==> src/rtl/i2s_rx_capture.sv <==
// I2S receive capture into a 32-bit read FIFO for a Xillybus-style stream.
// The three codec signals are resynchronized into bus_clk. Slots are captured
// MSB first with the I2S one-bit delay, and completed words are queued.
// Optional feature macro: I2S_RX_STEREO_PACK_EN packs one left/right frame
// into a single word {left[23:8], right[23:8]}.
module i2s_rx_capture #(
  parameter int FIFO_AW     = 4,
  parameter int SAMPLE_BITS = 24
) (
  input  logic        bus_clk,
  input  logic        rst_b,
  input  logic        i2s_bclk,
  input  logic        i2s_lrclk,
  input  logic        i2s_sdata,
  input  logic        user_r_audio_rden,
  input  logic        user_r_audio_open,
  output logic        user_r_audio_empty,
  output logic [31:0] user_r_audio_data,
  output logic        user_r_audio_eof,
  output logic        overflow
);

  localparam int DEPTH = 1 << FIFO_AW;
  localparam int CNT_W = (SAMPLE_BITS > 1) ? $clog2(SAMPLE_BITS) : 1;
  localparam logic [CNT_W-1:0] LAST_BIT = CNT_W'(SAMPLE_BITS - 1);
  localparam logic [FIFO_AW:0] FULL_CNT = (FIFO_AW + 1)'(DEPTH);

  typedef enum logic [1:0] {
    WAIT_LR,
    SHIFT,
    HOLD
  } cap_state_t;

  // Synchronizer and history flops
  logic bclk_s1, bclk_s2, bclk_d;
  logic lr_s1, lr_s2;
  logic sd_s1, sd_s2;
  logic lr_prev;
  logic lr_primed;
  logic bclk_ev;
  logic lr_edge;

  // Capture state
  cap_state_t state, state_nxt;
  logic [CNT_W-1:0]       bit_cnt;
  logic [SAMPLE_BITS-1:0] shreg;
  logic                   channel;
  logic                   start;
  logic                   shift_en;
  logic                   complete;
  logic                   abort;
  logic                   done_q;
  logic [23:0]            sample24;

  // Write request toward the FIFO
  logic        wr_req;
  logic [31:0] wr_word;

  // FIFO
  logic [31:0]        mem [DEPTH];
  logic [FIFO_AW-1:0] wr_ptr, rd_ptr;
  logic [FIFO_AW:0]   count;
  logic               full;
  logic               rd_fire;
  logic               wr_try;
  logic               wr_fire;
  logic               drop;

  // Two-flop synchronizers for all codec inputs plus bclk history
  always_ff @(posedge bus_clk) begin
    if (!rst_b) begin
      bclk_s1 <= 1'b0;
      bclk_s2 <= 1'b0;
      bclk_d  <= 1'b0;
      lr_s1   <= 1'b0;
      lr_s2   <= 1'b0;
      sd_s1   <= 1'b0;
      sd_s2   <= 1'b0;
    end else begin
      bclk_s1 <= i2s_bclk;
      bclk_s2 <= bclk_s1;
      bclk_d  <= bclk_s2;
      lr_s1   <= i2s_lrclk;
      lr_s2   <= lr_s1;
      sd_s1   <= i2s_sdata;
      sd_s2   <= sd_s1;
    end
  end

  assign bclk_ev = bclk_s2 & ~bclk_d;

  // lrclk history at bclk events; the first event after reset only primes it
  // so capture resumes from a real word-clock transition.
  always_ff @(posedge bus_clk) begin
    if (!rst_b) begin
      lr_prev   <= 1'b0;
      lr_primed <= 1'b0;
    end else if (bclk_ev) begin
      lr_prev   <= lr_s2;
      lr_primed <= 1'b1;
    end
  end

  assign lr_edge = bclk_ev & lr_primed & (lr_s2 != lr_prev);

  // Capture FSM state register
  always_ff @(posedge bus_clk) begin
    if (!rst_b) begin
      state <= WAIT_LR;
    end else begin
      state <= state_nxt;
    end
  end

  // Capture FSM next-state and datapath controls
  always_comb begin
    state_nxt = state;
    start     = 1'b0;
    shift_en  = 1'b0;
    complete  = 1'b0;
    abort     = 1'b0;
    if (lr_edge) begin
      start     = 1'b1;
      abort     = (state == SHIFT);
      state_nxt = SHIFT;
    end else if (bclk_ev && (state == SHIFT)) begin
      shift_en = 1'b1;
      if (bit_cnt == LAST_BIT) begin
        complete  = 1'b1;
        state_nxt = HOLD;
      end
    end
  end

  // Bit counter, shift register, channel latch and completion pulse
  always_ff @(posedge bus_clk) begin
    if (!rst_b) begin
      bit_cnt <= '0;
      shreg   <= '0;
      channel <= 1'b0;
      done_q  <= 1'b0;
    end else begin
      done_q <= complete;
      if (start) begin
        bit_cnt <= '0;
        channel <= lr_s2;
      end else if (shift_en) begin
        shreg   <= {shreg[SAMPLE_BITS-2:0], sd_s2};
        bit_cnt <= bit_cnt + 1'b1;
      end
    end
  end

  // Left-justify the captured sample into a 24-bit field
  always_comb begin
    sample24 = '0;
    for (int unsigned k = 0; k < 24; k++) begin
      if (k < SAMPLE_BITS) begin
        sample24[23-k] = shreg[SAMPLE_BITS-1-k];
      end
    end
  end

`ifdef I2S_RX_STEREO_PACK_EN
  logic [15:0] left_hold;
  logic        left_valid;

  // Track a completed left slot waiting for its right partner. A new left
  // slot or an aborted right slot invalidates it.
  always_ff @(posedge bus_clk) begin
    if (!rst_b) begin
      left_hold  <= '0;
      left_valid <= 1'b0;
    end else if (done_q) begin
      if (!channel) begin
        left_hold  <= sample24[23:8];
        left_valid <= 1'b1;
      end else begin
        left_valid <= 1'b0;
      end
    end else if ((start && !lr_s2) || (abort && channel)) begin
      left_valid <= 1'b0;
    end
  end

  // Emit a packed word only when a right slot completes after its left slot
  always_comb begin
    wr_req  = done_q & channel & left_valid;
    wr_word = {left_hold, sample24[23:8]};
  end
`else
  // One word per completed slot, channel in bit 0
  always_comb begin
    wr_req  = done_q;
    wr_word = {sample24, 7'b0, channel};
  end
`endif

  assign full    = (count == FULL_CNT);
  assign rd_fire = user_r_audio_rden & (count != '0);
  assign wr_try  = wr_req & user_r_audio_open;
  // A full FIFO still accepts a write when a read frees a slot the same cycle
  assign wr_fire = wr_try & (~full | rd_fire);
  assign drop    = wr_try & full & ~rd_fire;

  // FIFO storage
  always_ff @(posedge bus_clk) begin
    if (wr_fire) begin
      mem[wr_ptr] <= wr_word;
    end
  end

  // FIFO pointers, occupancy, registered read data and sticky overflow
  always_ff @(posedge bus_clk) begin
    if (!rst_b) begin
      wr_ptr            <= '0;
      rd_ptr            <= '0;
      count             <= '0;
      user_r_audio_data <= '0;
      overflow          <= 1'b0;
    end else begin
      if (rd_fire) begin
        user_r_audio_data <= mem[rd_ptr];
      end
      if (!user_r_audio_open) begin
        wr_ptr   <= '0;
        rd_ptr   <= '0;
        count    <= '0;
        overflow <= 1'b0;
      end else begin
        if (wr_fire) begin
          wr_ptr <= wr_ptr + 1'b1;
        end
        if (rd_fire) begin
          rd_ptr <= rd_ptr + 1'b1;
        end
        case ({wr_fire, rd_fire})
          2'b10:   count <= count + 1'b1;
          2'b01:   count <= count - 1'b1;
          default: count <= count;
        endcase
        if (drop) begin
          overflow <= 1'b1;
        end
      end
    end
  end

  assign user_r_audio_empty = (count == '0);
  assign user_r_audio_eof   = 1'b0;

endmodule
==> config.mk <==
export PLATFORM = sky130hd
export DESIGN_NAME = i2s_rx_capture
export DESIGN_NICKNAME = d
export VERILOG_FILES = /design/src/rtl/i2s_rx_capture.sv
export SDC_FILE = /design/constraint.sdc
export NUM_CORES = 1
export LEC_CHECK = 0
export ABC_AREA = 1
export CORE_MARGIN = 10
export CORE_UTILIZATION = 50
export CTS_CLUSTER_SIZE = 14
export DETAILED_ROUTE_END_ITERATION = 8
export PLACE_DENSITY = 0.69
export REMOVE_ABC_BUFFERS = 1
export SYNTH_ARGS = -nofsm -noshare
export SYNTH_HDL_FRONTEND = slang
export SYNTH_SLANG_ARGS = --single-unit
==> constraint.sdc <==
create_clock -name bus_clk -period 3.16 [get_ports bus_clk]
set_input_delay 0.948 -clock bus_clk [delete_from_list [all_inputs] [get_ports bus_clk]]
set_output_delay 0.948 -clock bus_clk [all_outputs]
set_load 0.05 [all_outputs]
==> results.toml <==
[status]
status = "finished clean"

[critical_path]
crit_arrival_ns = 1.90
start_kind = "flip-flop"
r2r_slack_ns = 1.08
cp_cell_sequence = "nor2_1, nand3_2, inv_1, dlygate4sd2_1"
critPathBufInv = 2
worst_path_max_delay_cell = "dlygate4sd2_1"
worstPathRequired_ns = 2.21
worstSetupPathType = "flip-flop to output pin"
r2r-start = "bclk_s2"
crit_fanout = 7
r2r_end = "bit_cnt[3]"
critPathTopFamily = "buffers and inverters"
endpoint_kind = "output pin"
slowest_delay_ns = 0.53
rr_worst_depth = 7

[timing]
slew_headroom_pct = 39.8
tns_ns = 0
tightestPinTransition_ns = 0.901
rsz0062_at_grt = "no"
finalCritPeriodShare_pct = 90.2
setup_viol = 0
fin_crit_ns = 2.85
slew_violations = 0
finalHoldViolCount = 0
max_freq_ghz = 0.351
clock_skew_ns = 0.0202

[clock_network]
cts_tree = "done"
insertion_delay_ns = 0.57
cts_repair_resize_count = 1
cts_setup_buffers = 0
clkTransAtPathRegs_ns = 0.06
cts_buffer_depth = 3
cts_htree_levels = 2
hold_buffers = 0
cts_num_sinks = 481
cts_root_buffer = "clkbuf_16"
cts_buffers = 48

[synthesis]
synthTopCellsByCount = "400 x edfxtp_1, 261 x inv_1, 188 x nand3_1"
synth_edf_count = 400
synthTopCellsByArea = "edfxtp_1 61%, dfxtp_1 8.3%, inv_1 5.0%"
synth_most_common_cell = "edfxtp_1"
yosysTopAreaCell = "edfxtp_1"
syn_area_mm2 = 0.0195
ys_types = 35
synth_top_area_share_pct = 61.4
yosys_warnings = 0
synth_top_flop_cell = "edfxtp_1"
ys_seq_area_share_pct = 69.7
ys_ff_latch = 481
synth_cells = 1677
async_reset_ff_share_pct = 0
postSynthAreaPerCell_um2 = 11.7

[global_route]
grt_pass1_wl_mm = 67.9
antenna_found_initial = 0
track_usage_pct = 18.0
grt_pass1_vias = 11975
grt.overflow.total = 0
grt_max_degree = 154

[drt]
vias_per_cell = 5.42
wl_met1_mm = 19.6
met2_length_mm = 19.1
routed.top_layer = "met4"
dr_total_vias = 12296
drtIter0Drc = 1268
postRouteAntennaNets = 0
dr_wl_met3_mm = 3.56
wl_mm = 42.9
drc = 0
drt-pass1-iter-count = 5
wl_per_cell_um = 18.9

[final_layout]
syn2layout_area_growth_pct = 14.0
layout.cells.non_filler = 2267
layout-drive-gt1-share_pct = 8.52
nets = 1723
n_antenna_cell = 0

[hold_path]
min_to = "lr_s2"
holdPathStages = 2
hold_class = "flip-flop to flip-flop"
hp-start = "lr_s1"

[power]
ir_drop_uv = 503
power_leakage_nw = 7.70
p_per_area_mw_per_mm2 = 550

[die]
row_count = 72
core_area_mm2 = 0.0386
die_y_um = 218
die_w_um = 218
dieArea_mm2 = 0.0474
start_util_pct = 50.6
io-pin-count = 42

[place]
dp.cells = 2177
portBuffers = 33
dp_hpwl_mm = 26.7
gp_congestion = 0.840

[flow_run]
max-cap-violations = 0
==> power by group <==
part | internal [mW] | switching [mW]
Sequential | 6.77 | 0.00391
Clock | 3.15 | 2.28
Combinational | 0.0130 | 0.0473
Total | 9.93 | 2.33
==> cell usage in the layout, fill, tap and decap left out, types with 2 or more instances in the layout <==
cell type	Yosys	layout
ha_1	7	7
nand3_2	2	2
nand3_1	188	188
nor2_1	82	66
o21ai_0	117	117
inv_2	3	5
edfxtp_1	400	400
nand2_2	2	2
nand2_1	144	144
clkinv_1	1	2
nor3b_1	2	2
o21ai_1	16	16
nor2_2	2	2
nor3_1	2	2
clkbuf_1	40	21
a211oi_1	2	2
inv_1	261	260
nand4_1	6	6
clkdlybuf4s50_1	0	31
o211ai_1	127	127
nor2_4	2	18
clkbuf_16	0	50
buf_4	23	20
dfxtp_4	0	2
buf_12	0	29
dfxtp_1	81	78
a31oi_1	3	3
a21oi_1	111	111
clkinv_2	0	7
conb_1	1	8
clkbuf_8	0	6
xor2_1	2	2
==> metrics by stage <==
step | setup WS (ns) | instance area, um2 | power (mW) | utilization, % | hold slack, ns
after floorplan | -4.42 | 18900 | 6.94 | - | 0.390
after global placement | 0.208 | 20800 | 6.97 | 53.7 | 0.393
after detailed placement | 0.158 | 20800 | 6.97 | 53.7 | 0.399
after CTS | 0.252 | 22300 | 12.4 | 57.7 | 0.413
after global routing | 0.165 | 22300 | 12.6 | 57.7 | 0.426
final | 0.311 | 22300 | 12.3 | 57.7 | 0.411
==> sequential cells by signal (all words and copies together), names as in the netlist, 2 cells and up <==
| signal | count |
|---|---|
| wr_ptr | 4 |
| count | 5 |
| mem | 400 |
| bit_cnt | 5 |
| state | 2 |
| sample24 | 24 |
| user_r_audio_data | 25 |
| rd_ptr | 4 |
==> cell type report <==
| cell class | count | area, um2 |
|---|---|---|
| fillers | 3079 | 16400 |
| flip-flops and latches | 481 | 13600 |
| multi-input cells | 831 | 4430 |
| clock buffers | 77 | 1410 |
| repair buffers | 82 | 1050 |
| inverters | 265 | 995 |
| well taps | 518 | 648 |
| clock inverters | 13 | 105 |
==> tightest hold or removal path: cells and delay by family, from the launching register on <==
family        cells  cell delay, ns
buf+inv           1            0.04
simple gates      1            0.05
flops             1            0.30
==> cell families (layout without fill, tap and decap cells) <==
| family | after synthesis | count (layout) | synth area share (%) |
|---|---|---|---|
| flip-flops | 481 | 481 | 69.7 |
| AND/OR/NAND/NOR | 436 | 436 | 9.95 |
| AO/OA/AOI/OAI | 377 | 377 | 11.3 |
| buffers and inverters | 372 | 437 | 8.37 |
| adder cells (fa/ha/maj) | 7 | 7 | 0.448 |
| XOR/XNOR | 3 | 3 | 0.134 |
| other | 1 | 8 | 0.0192 |
==> per-layer routing <==
layer / global-route usage [%] / up-vias
met5: 0 / -
met4: 4.22 / 0
met3: 3.40 / 52
met2: 27.4 / 447
met1: 26.4 / 5876
li1: - / 5921
==> worst max path at each step <==
stage	slack, ns	end	cells after the start	from
after floorplan	-4.42	rd_ptr[1]	3	rd_ptr[0]
after global placement	0.21	mem[15][1]	6	user_r_audio_open
after detailed placement	0.16	mem[15][2]	6	user_r_audio_open
after CTS	0.25	user_r_audio_empty	4	count[2]
after global routing	0.16	user_r_audio_empty	4	count[2]
final	0.31	user_r_audio_empty	4	count[0]
(Power assumes the default switching activity.)
